==> src/rtl/mod_ctrl_pkg.sv <==
// Shared types and helpers for the modulus counter sequencer: FSM state,
// segment command record and the direction-dependent start/terminal values.
package mod_ctrl_pkg;

    localparam int CTRL_WIDTH = 3;
    localparam int CTRL_REP_W = 4;

    localparam logic [CTRL_WIDTH-1:0] MIN_MOD = CTRL_WIDTH'(2);

    typedef enum logic [1:0] {
        ST_IDLE,
        ST_LOAD,
        ST_RUN,
        ST_DONE
    } state_t;

    typedef struct packed {
        logic [CTRL_WIDTH-1:0] mod;
        logic                  updown;
        logic [CTRL_REP_W-1:0] rep;
    } cmd_t;

    function automatic logic [CTRL_WIDTH-1:0] start_value(
        input logic [CTRL_WIDTH-1:0] mod,
        input logic                  updown
    );
        return updown ? '0 : mod - CTRL_WIDTH'(1);
    endfunction

    function automatic logic [CTRL_WIDTH-1:0] term_value(
        input logic [CTRL_WIDTH-1:0] mod,
        input logic                  updown
    );
        return updown ? mod - CTRL_WIDTH'(1) : '0;
    endfunction

endpackage

==> src/rtl/mod_counter_core.sv <==
// Modulus up/down counter register: load forces the start value, en steps
// the count and wraps it back to the start value at the terminal value.
module mod_counter_core
    import mod_ctrl_pkg::*;
#(
    parameter int WIDTH = CTRL_WIDTH
) (
    input  logic             clk,
    input  logic             rst,
    input  logic             load,
    input  logic             en,
    input  logic [WIDTH-1:0] mod,
    input  logic             updown,
    output logic [WIDTH-1:0] count,
    output logic             term
);

    logic [WIDTH-1:0] r_count;
    logic [WIDTH-1:0] w_start;
    logic [WIDTH-1:0] w_step;

    assign w_start = start_value(mod, updown);
    assign w_step  = updown ? r_count + WIDTH'(1) : r_count - WIDTH'(1);
    assign term    = (r_count == term_value(mod, updown));
    assign count   = r_count;

    // NOTE: state registers use non-blocking assignments so every flop samples pre-edge values.
    always_ff @(posedge clk or posedge rst) begin
        if (rst) begin
            r_count <= '0;
        end else if (load) begin
            r_count <= w_start;
        end else if (en) begin
            r_count <= term ? w_start : w_step;
        end
    end

endmodule

==> src/rtl/mod_count_ctrl.sv <==
// Command-driven sequencer for the modulus counter. Define MODCTRL_QUEUE_EN
// to add a DEPTH-entry command FIFO; without it commands are taken only in IDLE.
module mod_count_ctrl
    import mod_ctrl_pkg::*;
#(
    parameter int WIDTH = CTRL_WIDTH,
    parameter int REP_W = CTRL_REP_W,
    parameter int DEPTH = 4
) (
    input  logic             clk,
    input  logic             rst,
    input  logic             cmd_valid,
    output logic             cmd_ready,
    input  logic [WIDTH-1:0] cmd_mod,
    input  logic             cmd_updown,
    input  logic [REP_W-1:0] cmd_rep,
    input  logic             abort,
    output logic [WIDTH-1:0] count,
    output logic             active,
    output logic             wrap,
    output logic             seg_done,
    output logic             cmd_err
);

    if (DEPTH < 2 || (DEPTH & (DEPTH - 1)) != 0) begin : g_depth_check
        $error("mod_count_ctrl: DEPTH must be a power of two >= 2");
    end

    state_t     r_state;
    state_t     w_next_state;
    cmd_t       r_cur;
    cmd_t       w_cmd_in;
    cmd_t       w_q_head;
    logic [REP_W-1:0] r_rep_left;
    logic       r_cmd_err;
    logic       w_accept;
    logic       w_mod_ok;
    logic       w_q_nonempty;
    logic       w_pop;
    logic       w_bypass;
    logic       w_term;
    logic       w_last;
    logic       w_load;
    logic       w_en;

    assign w_accept = cmd_valid && cmd_ready;
    assign w_mod_ok = (cmd_mod >= MIN_MOD);
    assign w_cmd_in = '{mod: cmd_mod, updown: cmd_updown, rep: cmd_rep};

    // A queued command always wins over the bus so segments run in arrival order.
    assign w_pop    = !abort && w_q_nonempty && (r_state == ST_IDLE || r_state == ST_DONE);
    assign w_bypass = !abort && (r_state == ST_IDLE) && !w_q_nonempty && w_accept && w_mod_ok;

    assign w_last = w_term && (r_rep_left == '0);
    assign w_load = (r_state == ST_LOAD) && !abort;
    assign w_en   = (r_state == ST_RUN) && !abort && !w_last;

`ifdef MODCTRL_QUEUE_EN
    localparam int PTR_W = $clog2(DEPTH);

    cmd_t             r_mem [DEPTH];
    logic [PTR_W-1:0] r_wr_ptr;
    logic [PTR_W-1:0] r_rd_ptr;
    logic [PTR_W:0]   r_fill;
    logic             w_full;
    logic             w_push;

    assign w_full       = (r_fill == (PTR_W+1)'(DEPTH));
    assign w_q_nonempty = (r_fill != '0);
    assign w_q_head     = r_mem[r_rd_ptr];
    assign w_push       = w_accept && w_mod_ok && !w_bypass;
    assign cmd_ready    = !rst && !w_full && !abort;

    // NOTE: FIFO storage has no reset; r_fill alone decides which entries are valid.
    always_ff @(posedge clk) begin
        if (w_push) begin
            r_mem[r_wr_ptr] <= w_cmd_in;
        end
    end

    always_ff @(posedge clk or posedge rst) begin
        if (rst) begin
            r_wr_ptr <= '0;
            r_rd_ptr <= '0;
            r_fill   <= '0;
        end else if (abort) begin
            r_wr_ptr <= '0;
            r_rd_ptr <= '0;
            r_fill   <= '0;
        end else begin
            if (w_push) r_wr_ptr <= r_wr_ptr + PTR_W'(1);
            if (w_pop)  r_rd_ptr <= r_rd_ptr + PTR_W'(1);
            case ({w_push, w_pop})
                2'b10:   r_fill <= r_fill + (PTR_W+1)'(1);
                2'b01:   r_fill <= r_fill - (PTR_W+1)'(1);
                default: r_fill <= r_fill;
            endcase
        end
    end
`else
    assign w_q_nonempty = 1'b0;
    assign w_q_head     = '0;
    assign cmd_ready    = !rst && (r_state == ST_IDLE) && !abort;
`endif

    always_ff @(posedge clk or posedge rst) begin
        if (rst) begin
            r_state <= ST_IDLE;
        end else begin
            r_state <= w_next_state;
        end
    end

    // NOTE: every combinational output gets a default first so no path infers a latch.
    always_comb begin
        w_next_state = r_state;
        if (abort) begin
            w_next_state = ST_IDLE;
        end else begin
            case (r_state)
                ST_IDLE: if (w_pop || w_bypass) w_next_state = ST_LOAD;
                ST_LOAD: w_next_state = ST_RUN;
                ST_RUN:  if (w_last) w_next_state = ST_DONE;
                ST_DONE: w_next_state = w_pop ? ST_LOAD : ST_IDLE;
                default: w_next_state = ST_IDLE;
            endcase
        end
    end

    always_comb begin
        active   = 1'b0;
        wrap     = 1'b0;
        seg_done = 1'b0;
        case (r_state)
            ST_RUN: begin
                active = 1'b1;
                wrap   = w_term;
            end
            ST_DONE: seg_done = 1'b1;
            default: ;
        endcase
    end

    assign cmd_err = r_cmd_err;

    always_ff @(posedge clk or posedge rst) begin
        if (rst) begin
            r_cur      <= '0;
            r_rep_left <= '0;
            r_cmd_err  <= 1'b0;
        end else begin
            r_cmd_err <= w_accept && !w_mod_ok;
            if (w_pop) begin
                r_cur <= w_q_head;
            end else if (w_bypass) begin
                r_cur <= w_cmd_in;
            end
            if (w_load) begin
                r_rep_left <= r_cur.rep;
            end else if ((r_state == ST_RUN) && !abort && w_term && (r_rep_left != '0)) begin
                r_rep_left <= r_rep_left - REP_W'(1);
            end
        end
    end

    mod_counter_core #(
        .WIDTH(WIDTH)
    ) u_core (
        .clk    (clk),
        .rst    (rst),
        .load   (w_load),
        .en     (w_en),
        .mod    (r_cur.mod),
        .updown (r_cur.updown),
        .count  (count),
        .term   (w_term)
    );

endmodule

==> config.mk <==
export PLATFORM = sky130hd
export DESIGN_NAME = mod_count_ctrl
export DESIGN_NICKNAME = d
export VERILOG_FILES = /design/src/rtl/mod_ctrl_pkg.sv /design/src/rtl/mod_counter_core.sv /design/src/rtl/mod_count_ctrl.sv
export SDC_FILE = /design/constraint.sdc
export NUM_CORES = 1
export LEC_CHECK = 0
export ABC_AREA = 0
export CORE_UTILIZATION = 52
export DETAILED_ROUTE_END_ITERATION = 10
export PLACE_DENSITY_LB_ADDON = 0.2
export SETUP_SLACK_MARGIN = 0.05
export SYNTH_ARGS = -nofsm -noshare
export SYNTH_HDL_FRONTEND = slang
export SYNTH_SLANG_ARGS = --single-unit
==> constraint.sdc <==
create_clock -name clk -period 2.75 [get_ports clk]
set_input_delay 0.55 -clock clk [delete_from_list [all_inputs] [get_ports clk]]
set_output_delay 0.55 -clock clk [all_outputs]
set_load 0.01 [all_outputs]
==> impl_metrics.ini <==
[cts]
numClockSinks = 18
numCtsBuffers = 3
cts.htree.levels = 1
clockRootBuffer = clkbuf_4
postCtsHoldBufs = 0
clk_pin_slew_ns = 0.11
clock_latency_ns = 0.30
cts_tree = done
cts_buffer_depth = 2

[synth]
synthTopCellsByArea = dfrtp_1 (38%), ha_1 (8.5%), mux2_2 (3.8%), nand2_1 (3.8%), inv_1 (3.5%)
yosysMostFrequentCell = dfrtp_1
yosys_warnings = 0
synth.avg_cell_area_um2 = 9.63
ys_async_sr_fraction_pct = 100
syn-num-nets = 143
ys.flop_type = dfrtp_1
synth_top_area_share_pct = 38.3
ys_ff_latch = 18
synth_edf_count = 0
synthTopCellsByCount = dfrtp_1 (18), nand2_1 (12), inv_1 (11), nor2_1 (11)
seq_area_frac_synth_pct = 38.3
syn-cell-area_um2 = 1170
synth_cell_types = 42
yosys.area.top_type = dfrtp_1
synth_cells = 122

[power]
sw_frac_of_total_pct = 43.4
power.density_nw_per_um2 = 1090
comb_power_share_pct = 56.8
p_seq_share_pct = 32.6
pwr-share-clk_pct = 10.7
p_leak_nw = 0.612
p_int_mw = 0.894
switchingPower_mw = 0.687
max-vdd-ir-drop_mv = 0.705

[placement]
post-place-ws_ns = 0.232
gp_congestion = 0.879
hpwl_um = 1940
portBuffers = 19
place_area_um2 = 1400

[timing]
slew_violations = 0
clock-skew-final_ns = 0.00212
relSlewSlack_pct = 71.5
grt_setup_unrepaired = false
setup_viol = 0
worst_pin_slew_ns = 0.427
period_share_pct = 91.8
fmax_mhz = 396
setup_ws_ns = 0.225
hold_violations = 0
fin_tns_setup_ns = 0
min_period_ns = 2.53

[setup_path]
crit_path_start_kind = primary input
end_kind = output port
path_class = primary input to output port
worstPathRequired_ns = 2.20
cp_max_fo = 6
cp.arrival_ns = 1.98

[drt]
totalWireLength_um = 2560
drt_iter0_drc = 41
via_per_inst = 5.80
ant_nets = 0
wire_per_inst_um = 14.7
drc = 0
dr_total_vias = 1009
firstDrtPassIters = 5

[cells_and_area]
drive_gt1_share_pct = 15.6
antennaDiodeCount = 0
fin_area_um2 = 1450
area_growth_pct = 23.6
finalNetCount = 169

[floorplanning]
placementRows = 16
start_util_pct = 57.5
dieArea_um2 = 2450
chipHeight_um = 49.5
fp.dieW_um = 49.5
core-area_um2 = 2040
io_pins = 20

[grt]
grt_pass1_vias = 1000
gr-total-overflow = 0
grt_first_pass_wirelength_um = 4480
grt_antenna_before_repair = 0
grt_start_max_net_pins = 19
grt_usage_pct = 24.1

[worst_hold_path]
hold_path.class = register to register

[run_status]
status = complete, no violations

[flow_run]
max-cap-violations = 0
-- critical path, stage by stage --
cell	delay (ns)
clkdlybuf4s50_1	0.48
inv_1	0.17
nand2_1	0.13
nor2_1	0.10
clkdlybuf4s50_1	0.53
-- sequential cells by signal, summed over array words and instances, names as in the netlist --
signal / count
r_state: 2
r_rep_left: 4
cmd_err: 1
r_cur: 8
u_core.count: 3
-- worst paths after layout --
check	slack, ns	from	endpoint	cells after the start
worst max-delay path	0.22	abort	cmd_ready	5
worst min-delay path	0.52	r_cur[1]	r_rep_left[1]	2
worst max register to register	0.61	r_cur[5]	u_core.count[1]	8
worst min register to register	0.52	r_cur[1]	r_rep_left[1]	2
max in group asynchronous	1.95	rst	r_rep_left[2]	3
min in group asynchronous	0.60	rst	u_core.count[0]	3
-- stage by stage --
step | util [%] | cells | total power, mW | hold WS, ns
global route | 71.1 | 174 | 1.71 | 0.553
detailed placement | 68.7 | 169 | 1.37 | 0.496
CTS | 71.1 | 174 | 1.58 | 0.522
global placement | 68.7 | 169 | 1.33 | 0.484
finish | 71.1 | 174 | 1.58 | 0.522
floorplan | - | 122 | 1.14 | 0.453
-- cell usage in the layout, fill, tap and decap left out, types with 2 or more instances in the layout --
| cell type | netlist | final |
|---|---|---|
| nor3b_1 | 2 | 2 |
| or3_1 | 2 | 2 |
| clkbuf_4 | 0 | 3 |
| a21oi_1 | 5 | 5 |
| inv_1 | 11 | 11 |
| a31oi_1 | 2 | 2 |
| o211ai_1 | 3 | 3 |
| clkdlybuf4s50_1 | 0 | 18 |
| mux2_2 | 4 | 4 |
| ha_1 | 8 | 8 |
| or4_1 | 2 | 2 |
| nor2_1 | 11 | 11 |
| nand2_1 | 12 | 12 |
| nand2b_1 | 2 | 2 |
| nand3_1 | 3 | 3 |
| buf_4 | 0 | 3 |
| o21ai_0 | 8 | 8 |
| dfrtp_1 | 18 | 18 |
| o21a_1 | 2 | 2 |
-- what timing repair did --
action | CTS | global route
resized for setup | 2 | 0
endpoints found under the setup margin | 1 | 0
setup buffers | 1 | 0
-- layout make-up --
cell class / instances / area [um2]
Inverter: 12 / 45.0
Tap cell: 27 / 33.8
Timing Repair Buffer: 22 / 211
Clock buffer: 4 / 36.3
Fill cell: 180 / 589
Multi-Input combinational cell: 91 / 676
Sequential cell: 18 / 450
-- power by group through the flow --
stage	Combinational (mW)	Clock (mW)	Sequential, mW
3_3_place_gp	0.820	0	0.505
4_1_cts	0.896	0.171	0.511
6_report	0.897	0.169	0.515
3_5_place_dp	0.856	0	0.515
2_1_floorplan	0.648	0	0.494
5_1_grt	0.997	0.179	0.530
-- layer usage --
| metal | global-route usage (%) | vias up | part of all wire [%] |
|---|---|---|---|
| li1 | - | 483 | - |
| met1 | 32.1 | 477 | 45 |
| met2 | 38.7 | 46 | 48 |
| met3 | 4.63 | 3 | 6.0 |
| met4 | 9.05 | 0 | 0.70 |
| met5 | 0 | - | 0 |
-- logic make-up (layout without fill, tap and decap cells) --
| group | Yosys count | in the layout | synth area share (%) |
|---|---|---|---|
| DFF | 18 | 18 | 38.3 |
| muxes | 5 | 5 | 4.69 |
| AOI/OAI and AO/OA | 30 | 30 | 19.6 |
| xor gates and xnor gates | 3 | 3 | 2.24 |
| and+or+nand+nor | 44 | 44 | 20.1 |
| adders and majority gates | 9 | 9 | 10.2 |
| buffers and inverters | 13 | 38 | 4.79 |
Power figures use the tool's default switching activity.
